### src/rtl/ps2_mouse_init_seq_pkg.sv
`default_nettype none
// ============================================================================
//  Module   : ps2_mouse_init_seq_pkg
//  Purpose  : PS/2 mouse command/response bytes, FSM states and ROM entry type
//  Revision : 1.0  initial release
// ============================================================================
package ps2_mouse_init_seq_pkg;

    // Host-to-mouse command bytes
    localparam logic [7:0] CMD_RESET    = 8'hFF;
    localparam logic [7:0] CMD_SET_RATE = 8'hF3;
    localparam logic [7:0] CMD_SET_RES  = 8'hE8;
    localparam logic [7:0] CMD_ENABLE   = 8'hF4;

    // Mouse-to-host response bytes
    localparam logic [7:0] RSP_ACK      = 8'hFA;
    localparam logic [7:0] RSP_RESEND   = 8'hFE;
    localparam logic [7:0] RSP_BAT_OK   = 8'hAA;
    localparam logic [7:0] RSP_BAT_FAIL = 8'hFC;
    localparam logic [7:0] MOUSE_ID     = 8'h00;

    // Index of the final command (enable streaming) in the init list
    localparam logic [2:0] LAST_IDX     = 3'd5;

    typedef enum logic [3:0] {
        ST_POWERUP   = 4'd0,
        ST_SEND      = 4'd1,
        ST_WAIT_SENT = 4'd2,
        ST_WAIT_ACK  = 4'd3,
        ST_WAIT_BAT  = 4'd4,
        ST_WAIT_ID   = 4'd5,
        ST_NEXT      = 4'd6,
        ST_FAIL      = 4'd7,
        ST_DONE      = 4'd8,
        ST_ERROR     = 4'd9
    } state_t;

    typedef struct packed {
        logic [7:0] cmd;
        logic       expects_bat_id;
    } rom_entry_t;

endpackage
`default_nettype wire

### src/rtl/ps2_mouse_init_seq_if.sv
`default_nettype none
// ============================================================================
//  Module   : ps2_mouse_init_seq_if
//  Purpose  : Host-command / receive bus between the init sequencer and the
//             PS/2 controller
//  Revision : 1.0  initial release
// ============================================================================
interface ps2_mouse_init_seq_if;

    logic [7:0] the_command;
    logic       send_command;
    logic       command_was_sent;
    logic       cmd_timed_out;
    logic [7:0] received_data;
    logic       received_data_en;

    // Sequencer side: issues commands, consumes status and received bytes
    modport master (
        output the_command,
        output send_command,
        input  command_was_sent,
        input  cmd_timed_out,
        input  received_data,
        input  received_data_en
    );

    // Controller side
    modport slave (
        input  the_command,
        input  send_command,
        output command_was_sent,
        output cmd_timed_out,
        output received_data,
        output received_data_en
    );

endinterface
`default_nettype wire

### src/rtl/ps2_mouse_init_seq_rom.sv
`default_nettype none
// ============================================================================
//  Module   : ps2_mouse_init_seq_rom
//  Purpose  : Init command list lookup: idx -> {command byte, expects BAT+ID}
//  Revision : 1.0  initial release
// ============================================================================
module ps2_mouse_init_seq_rom
    import ps2_mouse_init_seq_pkg::*;
#(
    parameter logic [7:0] SAMPLE_RATE = 8'd100,
    parameter logic [7:0] RESOLUTION  = 8'd2
) (
    input  logic [2:0] idx,
    output rom_entry_t entry
);

    // Only the reset command is followed by self-test and ID bytes
    always_comb begin
        entry = '{cmd: CMD_RESET, expects_bat_id: 1'b0};
        case (idx)
            3'd0:    entry = '{cmd: CMD_RESET,    expects_bat_id: 1'b1};
            3'd1:    entry = '{cmd: CMD_SET_RATE, expects_bat_id: 1'b0};
            3'd2:    entry = '{cmd: SAMPLE_RATE,  expects_bat_id: 1'b0};
            3'd3:    entry = '{cmd: CMD_SET_RES,  expects_bat_id: 1'b0};
            3'd4:    entry = '{cmd: RESOLUTION,   expects_bat_id: 1'b0};
            3'd5:    entry = '{cmd: CMD_ENABLE,   expects_bat_id: 1'b0};
            default: entry = '{cmd: CMD_RESET,    expects_bat_id: 1'b0};
        endcase
    end

endmodule
`default_nettype wire

### src/rtl/ps2_mouse_init_seq.sv
`default_nettype none
// ============================================================================
//  Module   : ps2_mouse_init_seq
//  Purpose  : Configures a PS/2 mouse (reset, rate, resolution, streaming),
//             checks every response, retries, and gates stream bytes until
//             the mouse is streaming
//  Revision : 1.0  initial release
// ============================================================================
module ps2_mouse_init_seq
    import ps2_mouse_init_seq_pkg::*;
#(
    parameter int unsigned POWERUP_CYCLES = 25_000_000,
    parameter int unsigned RESP_TIMEOUT   = 50_000_000,
    parameter int unsigned MAX_RETRIES    = 3,
    parameter logic [7:0]  SAMPLE_RATE    = 8'd100,
    parameter logic [7:0]  RESOLUTION     = 8'd2
) (
    input  logic                 clock,
    input  logic                 resetn,
    input  logic                 reinit,
    ps2_mouse_init_seq_if.master host,
    output logic [7:0]           stream_data,
    output logic                 stream_data_en,
    output logic                 init_done,
    output logic                 init_error,
    output logic [2:0]           retry_count
);

    localparam int unsigned TMAX = (POWERUP_CYCLES > RESP_TIMEOUT) ? POWERUP_CYCLES : RESP_TIMEOUT;
    localparam int          TW   = $clog2(TMAX + 1);
    localparam logic [TW-1:0] PWR_LOAD  = TW'(POWERUP_CYCLES - 1);
    localparam logic [TW-1:0] RESP_LOAD = TW'(RESP_TIMEOUT);
    localparam logic [2:0]    MAX_R     = 3'(MAX_RETRIES);

    state_t        state;
    logic [TW-1:0] timer;
    logic [2:0]    idx;
    logic          aa_seen;     // last byte forwarded in DONE was AA
    rom_entry_t    entry;
    logic          expired;
    logic          rx_en;
    logic [7:0]    rx;

    ps2_mouse_init_seq_rom #(
        .SAMPLE_RATE (SAMPLE_RATE),
        .RESOLUTION  (RESOLUTION)
    ) u_rom (
        .idx   (idx),
        .entry (entry)
    );

    assign rx_en   = host.received_data_en;
    assign rx      = host.received_data;
    assign expired = (timer == '0);

    // Bytes reach the packet decoder only while streaming; the ID byte of a
    // hot-plug AA,00 pair is swallowed because it is not movement data
    assign stream_data    = rx;
    assign stream_data_en = rx_en && (state == ST_DONE) && !(aa_seen && (rx == MOUSE_ID));

    // Init sequencer: shared down-counter timer, command index and retry logic
    always_ff @(posedge clock or negedge resetn) begin
        if (!resetn) begin
            state             <= ST_POWERUP;
            timer             <= PWR_LOAD;
            idx               <= 3'd0;
            retry_count       <= 3'd0;
            init_done         <= 1'b0;
            init_error        <= 1'b0;
            aa_seen           <= 1'b0;
            host.the_command  <= 8'h00;
            host.send_command <= 1'b0;
        end else begin
            host.send_command <= 1'b0;
            if (reinit) begin
                state       <= ST_POWERUP;
                timer       <= PWR_LOAD;
                idx         <= 3'd0;
                retry_count <= 3'd0;
                init_done   <= 1'b0;
                init_error  <= 1'b0;
                aa_seen     <= 1'b0;
            end else begin
                case (state)
                    ST_POWERUP: begin
                        if (expired) begin
                            idx   <= 3'd0;
                            state <= ST_SEND;
                        end else begin
                            timer <= timer - TW'(1);
                        end
                    end
                    ST_SEND: begin
                        host.the_command  <= entry.cmd;
                        host.send_command <= 1'b1;
                        timer             <= RESP_LOAD;
                        state             <= ST_WAIT_SENT;
                    end
                    ST_WAIT_SENT: begin
                        if (host.command_was_sent) begin
                            timer <= RESP_LOAD;
                            state <= ST_WAIT_ACK;
                        end else if (host.cmd_timed_out || expired) begin
                            state <= ST_FAIL;
                        end else begin
                            timer <= timer - TW'(1);
                        end
                    end
                    ST_WAIT_ACK: begin
                        // A byte arriving on the expiry cycle still counts
                        if (rx_en) begin
                            if (rx == RSP_ACK) begin
                                timer <= RESP_LOAD;
                                state <= entry.expects_bat_id ? ST_WAIT_BAT : ST_NEXT;
                            end else if (rx == RSP_RESEND) begin
                                state <= ST_FAIL;
                            end else begin
                                state <= ST_FAIL;
                            end
                        end else if (expired) begin
                            state <= ST_FAIL;
                        end else begin
                            timer <= timer - TW'(1);
                        end
                    end
                    ST_WAIT_BAT: begin
                        if (rx_en) begin
                            if (rx == RSP_BAT_OK) begin
                                timer <= RESP_LOAD;
                                state <= ST_WAIT_ID;
                            end else if (rx == RSP_BAT_FAIL) begin
                                state <= ST_FAIL;
                            end else begin
                                state <= ST_FAIL;
                            end
                        end else if (expired) begin
                            state <= ST_FAIL;
                        end else begin
                            timer <= timer - TW'(1);
                        end
                    end
                    ST_WAIT_ID: begin
                        if (rx_en) begin
                            state <= (rx == MOUSE_ID) ? ST_NEXT : ST_FAIL;
                        end else if (expired) begin
                            state <= ST_FAIL;
                        end else begin
                            timer <= timer - TW'(1);
                        end
                    end
                    ST_NEXT: begin
                        if (idx == LAST_IDX) begin
                            init_done <= 1'b1;
                            aa_seen   <= 1'b0;
                            state     <= ST_DONE;
                        end else begin
                            idx   <= idx + 3'd1;
                            state <= ST_SEND;
                        end
                    end
                    ST_FAIL: begin
                        if (retry_count < MAX_R) begin
                            retry_count <= retry_count + 3'd1;
                            idx         <= 3'd0;
                            state       <= ST_SEND;
                        end else begin
                            init_error <= 1'b1;
                            state      <= ST_ERROR;
                        end
                    end
                    ST_DONE: begin
                        if (rx_en) begin
                            if (aa_seen && (rx == MOUSE_ID)) begin
                                // Mouse was re-plugged: it has just reported
                                // self-test pass and ID, so configure again
                                retry_count <= 3'd0;
                                idx         <= 3'd0;
                                init_done   <= 1'b0;
                                aa_seen     <= 1'b0;
                                state       <= ST_SEND;
                            end else begin
                                aa_seen <= (rx == RSP_BAT_OK);
                            end
                        end
                    end
                    ST_ERROR: begin
                        state <= ST_ERROR;
                    end
                    default: begin
                        state <= ST_POWERUP;
                        timer <= PWR_LOAD;
                    end
                endcase
            end
        end
    end

endmodule
`default_nettype wire

### src/flat_wrapper.sv
// flat-port wrapper written by rule: the top's interface ports become plain ports
module ps2_mouse_init_seq_flat import ps2_mouse_init_seq_pkg::*;
#(
    parameter int unsigned POWERUP_CYCLES = 25_000_000,
    parameter int unsigned RESP_TIMEOUT   = 50_000_000,
    parameter int unsigned MAX_RETRIES    = 3,
    parameter logic [7:0]  SAMPLE_RATE    = 8'd100,
    parameter logic [7:0]  RESOLUTION     = 8'd2
)
  (clock, resetn, reinit, stream_data, stream_data_en, init_done, init_error, retry_count, host_the_command, host_send_command, host_command_was_sent, host_cmd_timed_out, host_received_data, host_received_data_en);
  ps2_mouse_init_seq_if host_i ();
  input  logic clock;
  input  logic resetn;
  input  logic reinit;
  output logic [7:0] stream_data;
  output logic stream_data_en;
  output logic init_done;
  output logic init_error;
  output logic [2:0] retry_count;
  output wire logic [$bits(host_i.the_command)-1:0] host_the_command;
  output wire logic [$bits(host_i.send_command)-1:0] host_send_command;
  input wire logic [$bits(host_i.command_was_sent)-1:0] host_command_was_sent;
  input wire logic [$bits(host_i.cmd_timed_out)-1:0] host_cmd_timed_out;
  input wire logic [$bits(host_i.received_data)-1:0] host_received_data;
  input wire logic [$bits(host_i.received_data_en)-1:0] host_received_data_en;
  assign host_the_command = host_i.the_command;
  assign host_send_command = host_i.send_command;
  assign host_i.command_was_sent = host_command_was_sent;
  assign host_i.cmd_timed_out = host_cmd_timed_out;
  assign host_i.received_data = host_received_data;
  assign host_i.received_data_en = host_received_data_en;
  ps2_mouse_init_seq #(.POWERUP_CYCLES(POWERUP_CYCLES), .RESP_TIMEOUT(RESP_TIMEOUT), .MAX_RETRIES(MAX_RETRIES), .SAMPLE_RATE(SAMPLE_RATE), .RESOLUTION(RESOLUTION)) u_core (.clock(clock), .resetn(resetn), .reinit(reinit), .host(host_i), .stream_data(stream_data), .stream_data_en(stream_data_en), .init_done(init_done), .init_error(init_error), .retry_count(retry_count));
endmodule
### config.mk
export PLATFORM = sky130hd
export DESIGN_NAME = ps2_mouse_init_seq_flat
export DESIGN_NICKNAME = d
export VERILOG_FILES = /design/src/rtl/ps2_mouse_init_seq_pkg.sv /design/src/rtl/ps2_mouse_init_seq_if.sv /design/src/rtl/ps2_mouse_init_seq_rom.sv /design/src/rtl/ps2_mouse_init_seq.sv /design/src/flat_wrapper.sv
export SDC_FILE = /design/constraint.sdc
export NUM_CORES = 1
export LEC_CHECK = 0
export ABC_CLOCK_PERIOD_IN_PS = 5300
export CAP_MARGIN = 20
export CORE_ASPECT_RATIO = 1.4
export CORE_MARGIN = 2
export CORE_UTILIZATION = 35
export CTS_CLUSTER_SIZE = 8
export DETAILED_ROUTE_END_ITERATION = 8
export GPL_ROUTABILITY_DRIVEN = 0
export GPL_TIMING_DRIVEN = 1
export HOLD_SLACK_MARGIN = 0.15
export REMOVE_ABC_BUFFERS = 1
export SETUP_SLACK_MARGIN = 0.05
export SLEW_MARGIN = 0
export SYNTH_ARGS = -nofsm -noshare
export SYNTH_HDL_FRONTEND = slang
export SYNTH_SLANG_ARGS = --single-unit
### constraint.sdc
create_clock -name clock -period 5.3 [get_ports clock]
set_clock_uncertainty 0.15 [all_clocks]
set_input_delay 0.53 -clock clock [delete_from_list [all_inputs] [get_ports clock]]
set_output_delay 0.53 -clock clock [all_outputs]
set_load 0.01 [all_outputs]
==> results.toml <==
[routing]
drtIter0Drc = 276
vias_per_cell = 6.00
post-route-drc-count = 0
firstDrtPassIters = 6
routed_wl_um = 10800
vias = 3655
wl_per_cell_um = 17.8
ant_nets = 0

[clocking]
clkSinkCount = 47
clkLatencyLatePin_ns = 0.30
ctsRootBufferMaster = "clkbuf_16"
cts_buffers = 5
path_clk_slew_ns = 0.07
cts_buffer_depth = 2
cts_tree = "done"
htreeDepth = 2

[worst_setup_path]
crit-reg2reg-capture = "u_core.timer[14]"
critPathSlowestCell = "a21o_1"
cp.buffers_inverters = 1
endpoint_kind = "flop"
r2r-start = "u_core.timer[0]"
critPathTopFamily = "compound AO/OA/AOI/OAI gates"
crit_type = "reg2reg"
worstSetupStartpointType = "flop"
required_ns = 5.37
path_cells = "inv_1 > ha_1 > nor4b_2 > nand4_2 > o21bai_1 > a21o_1 > o21ai_0 > o21ai_1"
worst_ep_arrival_time_ns = 3.34
rr_worst_depth = 8
regToRegSetupSlack_ns = 2.03
crit_path_max_incr_delay_ns = 0.77
cp_max_fo = 28

[timing]
hold_viol = 0
relSlewSlack_pct = 35.9
finalSetupViolCount = 0
finalMaxSlewViolations = 0
period_needed_ns = 3.27
worst_pin_slew_ns = 0.961
timing.fmax_mhz = 306
tns_ns = 0
rsz0062_at_grt = "false"
period_share_pct = 61.7

[global_routing]
grt_overflow = 0
antenna_found_initial = 0
track_usage_pct = 18.7
grt_max_degree = 48
grt_pass1_wl_um = 17800
grt_pass1_vias = 3578

[finish]
layout.nets = 494
layout-drive-gt1-share_pct = 12.7
multi_input_area_um2 = 2300
synthToLayoutAreaGrowth_pct = 14.5
diodes = 0
fillers = 1099
ff_latch_area_um2 = 1200

[synth]
async_flop_share_pct = 100
ys_warn_count = 0
syn_area_um2 = 3780
synth_top_area_share_pct = 19.8
ys_seq_area_share_pct = 31.6
syn_inst = 457
avgSynthCellArea_um2 = 8.28
yosysTopAreaCell = "dfrtp_1"
synth_edf_count = 0
synth_ff_type = "dfrtp_1"
synth_most_common_cell = "nand2_1"
ys_types = 84
ys_ff_latch = 47
yosys-top-cells-area = "dfrtp_1 20%, dfstp_2 12%, nand2_1 4.7%"
yosys-top-cells-count = "47 x nand2_1, 38 x nor2_1, 35 x a21oi_1"

[job]
drv_cap = 0

[die]
start_util_pct = 36.2
coreArea_um2 = 10500
row_count = 44
dieArea_um2 = 11700
die_h_um = 127
die_w_um = 91.9
io_pins = 37

[min_path]
hold_depth = 2
hp-start = "u_core.timer[12]"
hold_end = "u_core.timer[12]"
hold_class = "reg2reg"

[power_and_ir_drop]
peakVddDrop_mv = 0.202
finalPower_uw = 1790
cellPowerDensity_nw_per_um2 = 412
p_leak_uw = 0.00165

[run_status]
status = "completed"

[placed_design]
place_hpwl_um = 7920
port_buffers = 36
[state kept, by name, indices dropped and copies added (netlist names), 3 cells and up]
register,count
u_core.idx,3
u_core.retry_count,3
u_core.state,4
u_core.timer,26
u_core.host.the_command,7
[cells by family after synthesis]
| kind of cell | share of synthesized area, % |
|---|---|
| simple gates | 28.6 |
| compound gates | 27.5 |
| buf+inv | 7.64 |
| flops | 31.6 |
| fa+ha+maj | 3.31 |
| mux | 0.893 |
| xor+xnor | 0.463 |
[worst min-delay path: cells and delay by family (launching register included)]
kind	cells	cell delay, ns
buf+inv	1	0.05
compound gates	1	0.05
flops	1	0.38
[cell type report]
cell class / instances / share of cell area (%)
multi-input combinational: 351 / 53.0
sequential: 47 / 27.6
timing repair buffer: 41 / 9.42
tap: 138 / 3.99
clock buffer: 6 / 2.98
inverter: 24 / 2.08
clock inverter: 2 / 0.867
[power by group]
group | switching [uW] | internal [uW]
registers | 161 | 490
clock network | 143 | 223
logic | 439 | 329
[worst max path at each step]
stage | start | endpoint | slack (ns) | cells past startpoint
finish | u_core.timer[0] | u_core.timer[14] | 2.03 | 8
global route | u_core.timer[0] | u_core.timer[14] | 1.74 | 8
CTS | u_core.timer[0] | u_core.timer[14] | 2.03 | 8
detailed placement | host_received_data_en | u_core.timer[14] | 1.77 | 8
global placement | host_received_data_en | u_core.timer[10] | 1.81 | 8
floorplan | u_core.state[2] | u_core.timer[19] | 2.30 | 6
[through the flow]
step	instance area [um2]	instances	setup WS, ns	hold WS (ns)	util [%]
after detailed placement	4140	599	1.77	0.319	39.5
after global placement	4130	598	1.81	0.319	39.5
final	4330	609	2.03	0.329	41.4
after CTS	4300	607	2.03	0.330	41.1
after global routing	4330	609	1.74	0.344	41.4
after floorplan	3580	422	2.30	0.0844	-
[per-layer routing]
metal,wire [um],GRT usage (%),vias up
li1,-,-,1730
met1,4400,21.8,1767
met2,5580,33.8,126
met3,410,2.06,32
met4,432,9.39,0
met5,0,0,-
[cell usage in the layout (no fill, tap or decap), drive strengths merged, types with 3 or more instances in the layout]
| cell type | n |
|---|---|
| buf | 5 |
| a21oi | 35 |
| clkdlybuf4s50 | 35 |
| nor3 | 29 |
| or4 | 3 |
| or2 | 4 |
| o41ai | 4 |
| nand3 | 10 |
| a2111oi | 6 |
| o22ai | 7 |
| ha | 10 |
| a21o | 5 |
| nor3b | 6 |
| nor4 | 10 |
| dfstp | 17 |
| o21a | 3 |
| nand2b | 4 |
| a211oi | 7 |
| o31a | 4 |
| nand2 | 47 |
| or3 | 3 |
| o31ai | 12 |
| nor2 | 39 |
| nor2b | 5 |
| a31oi | 12 |
| o21ai | 31 |
| dfrtp | 30 |
| and3 | 3 |
| clkbuf | 6 |
| nand3b | 5 |
| mux2 | 3 |
| o21bai | 3 |
| a211o | 3 |
| inv | 22 |
| nand4 | 6 |
[timing repair]
item,CTS,global route
buffers inserted,0,0
hold buffers,0,1
gates resized for setup,0,0
hold endpoints to repair,0,16
No activity file was read; power rests on OpenSTA's default activity.
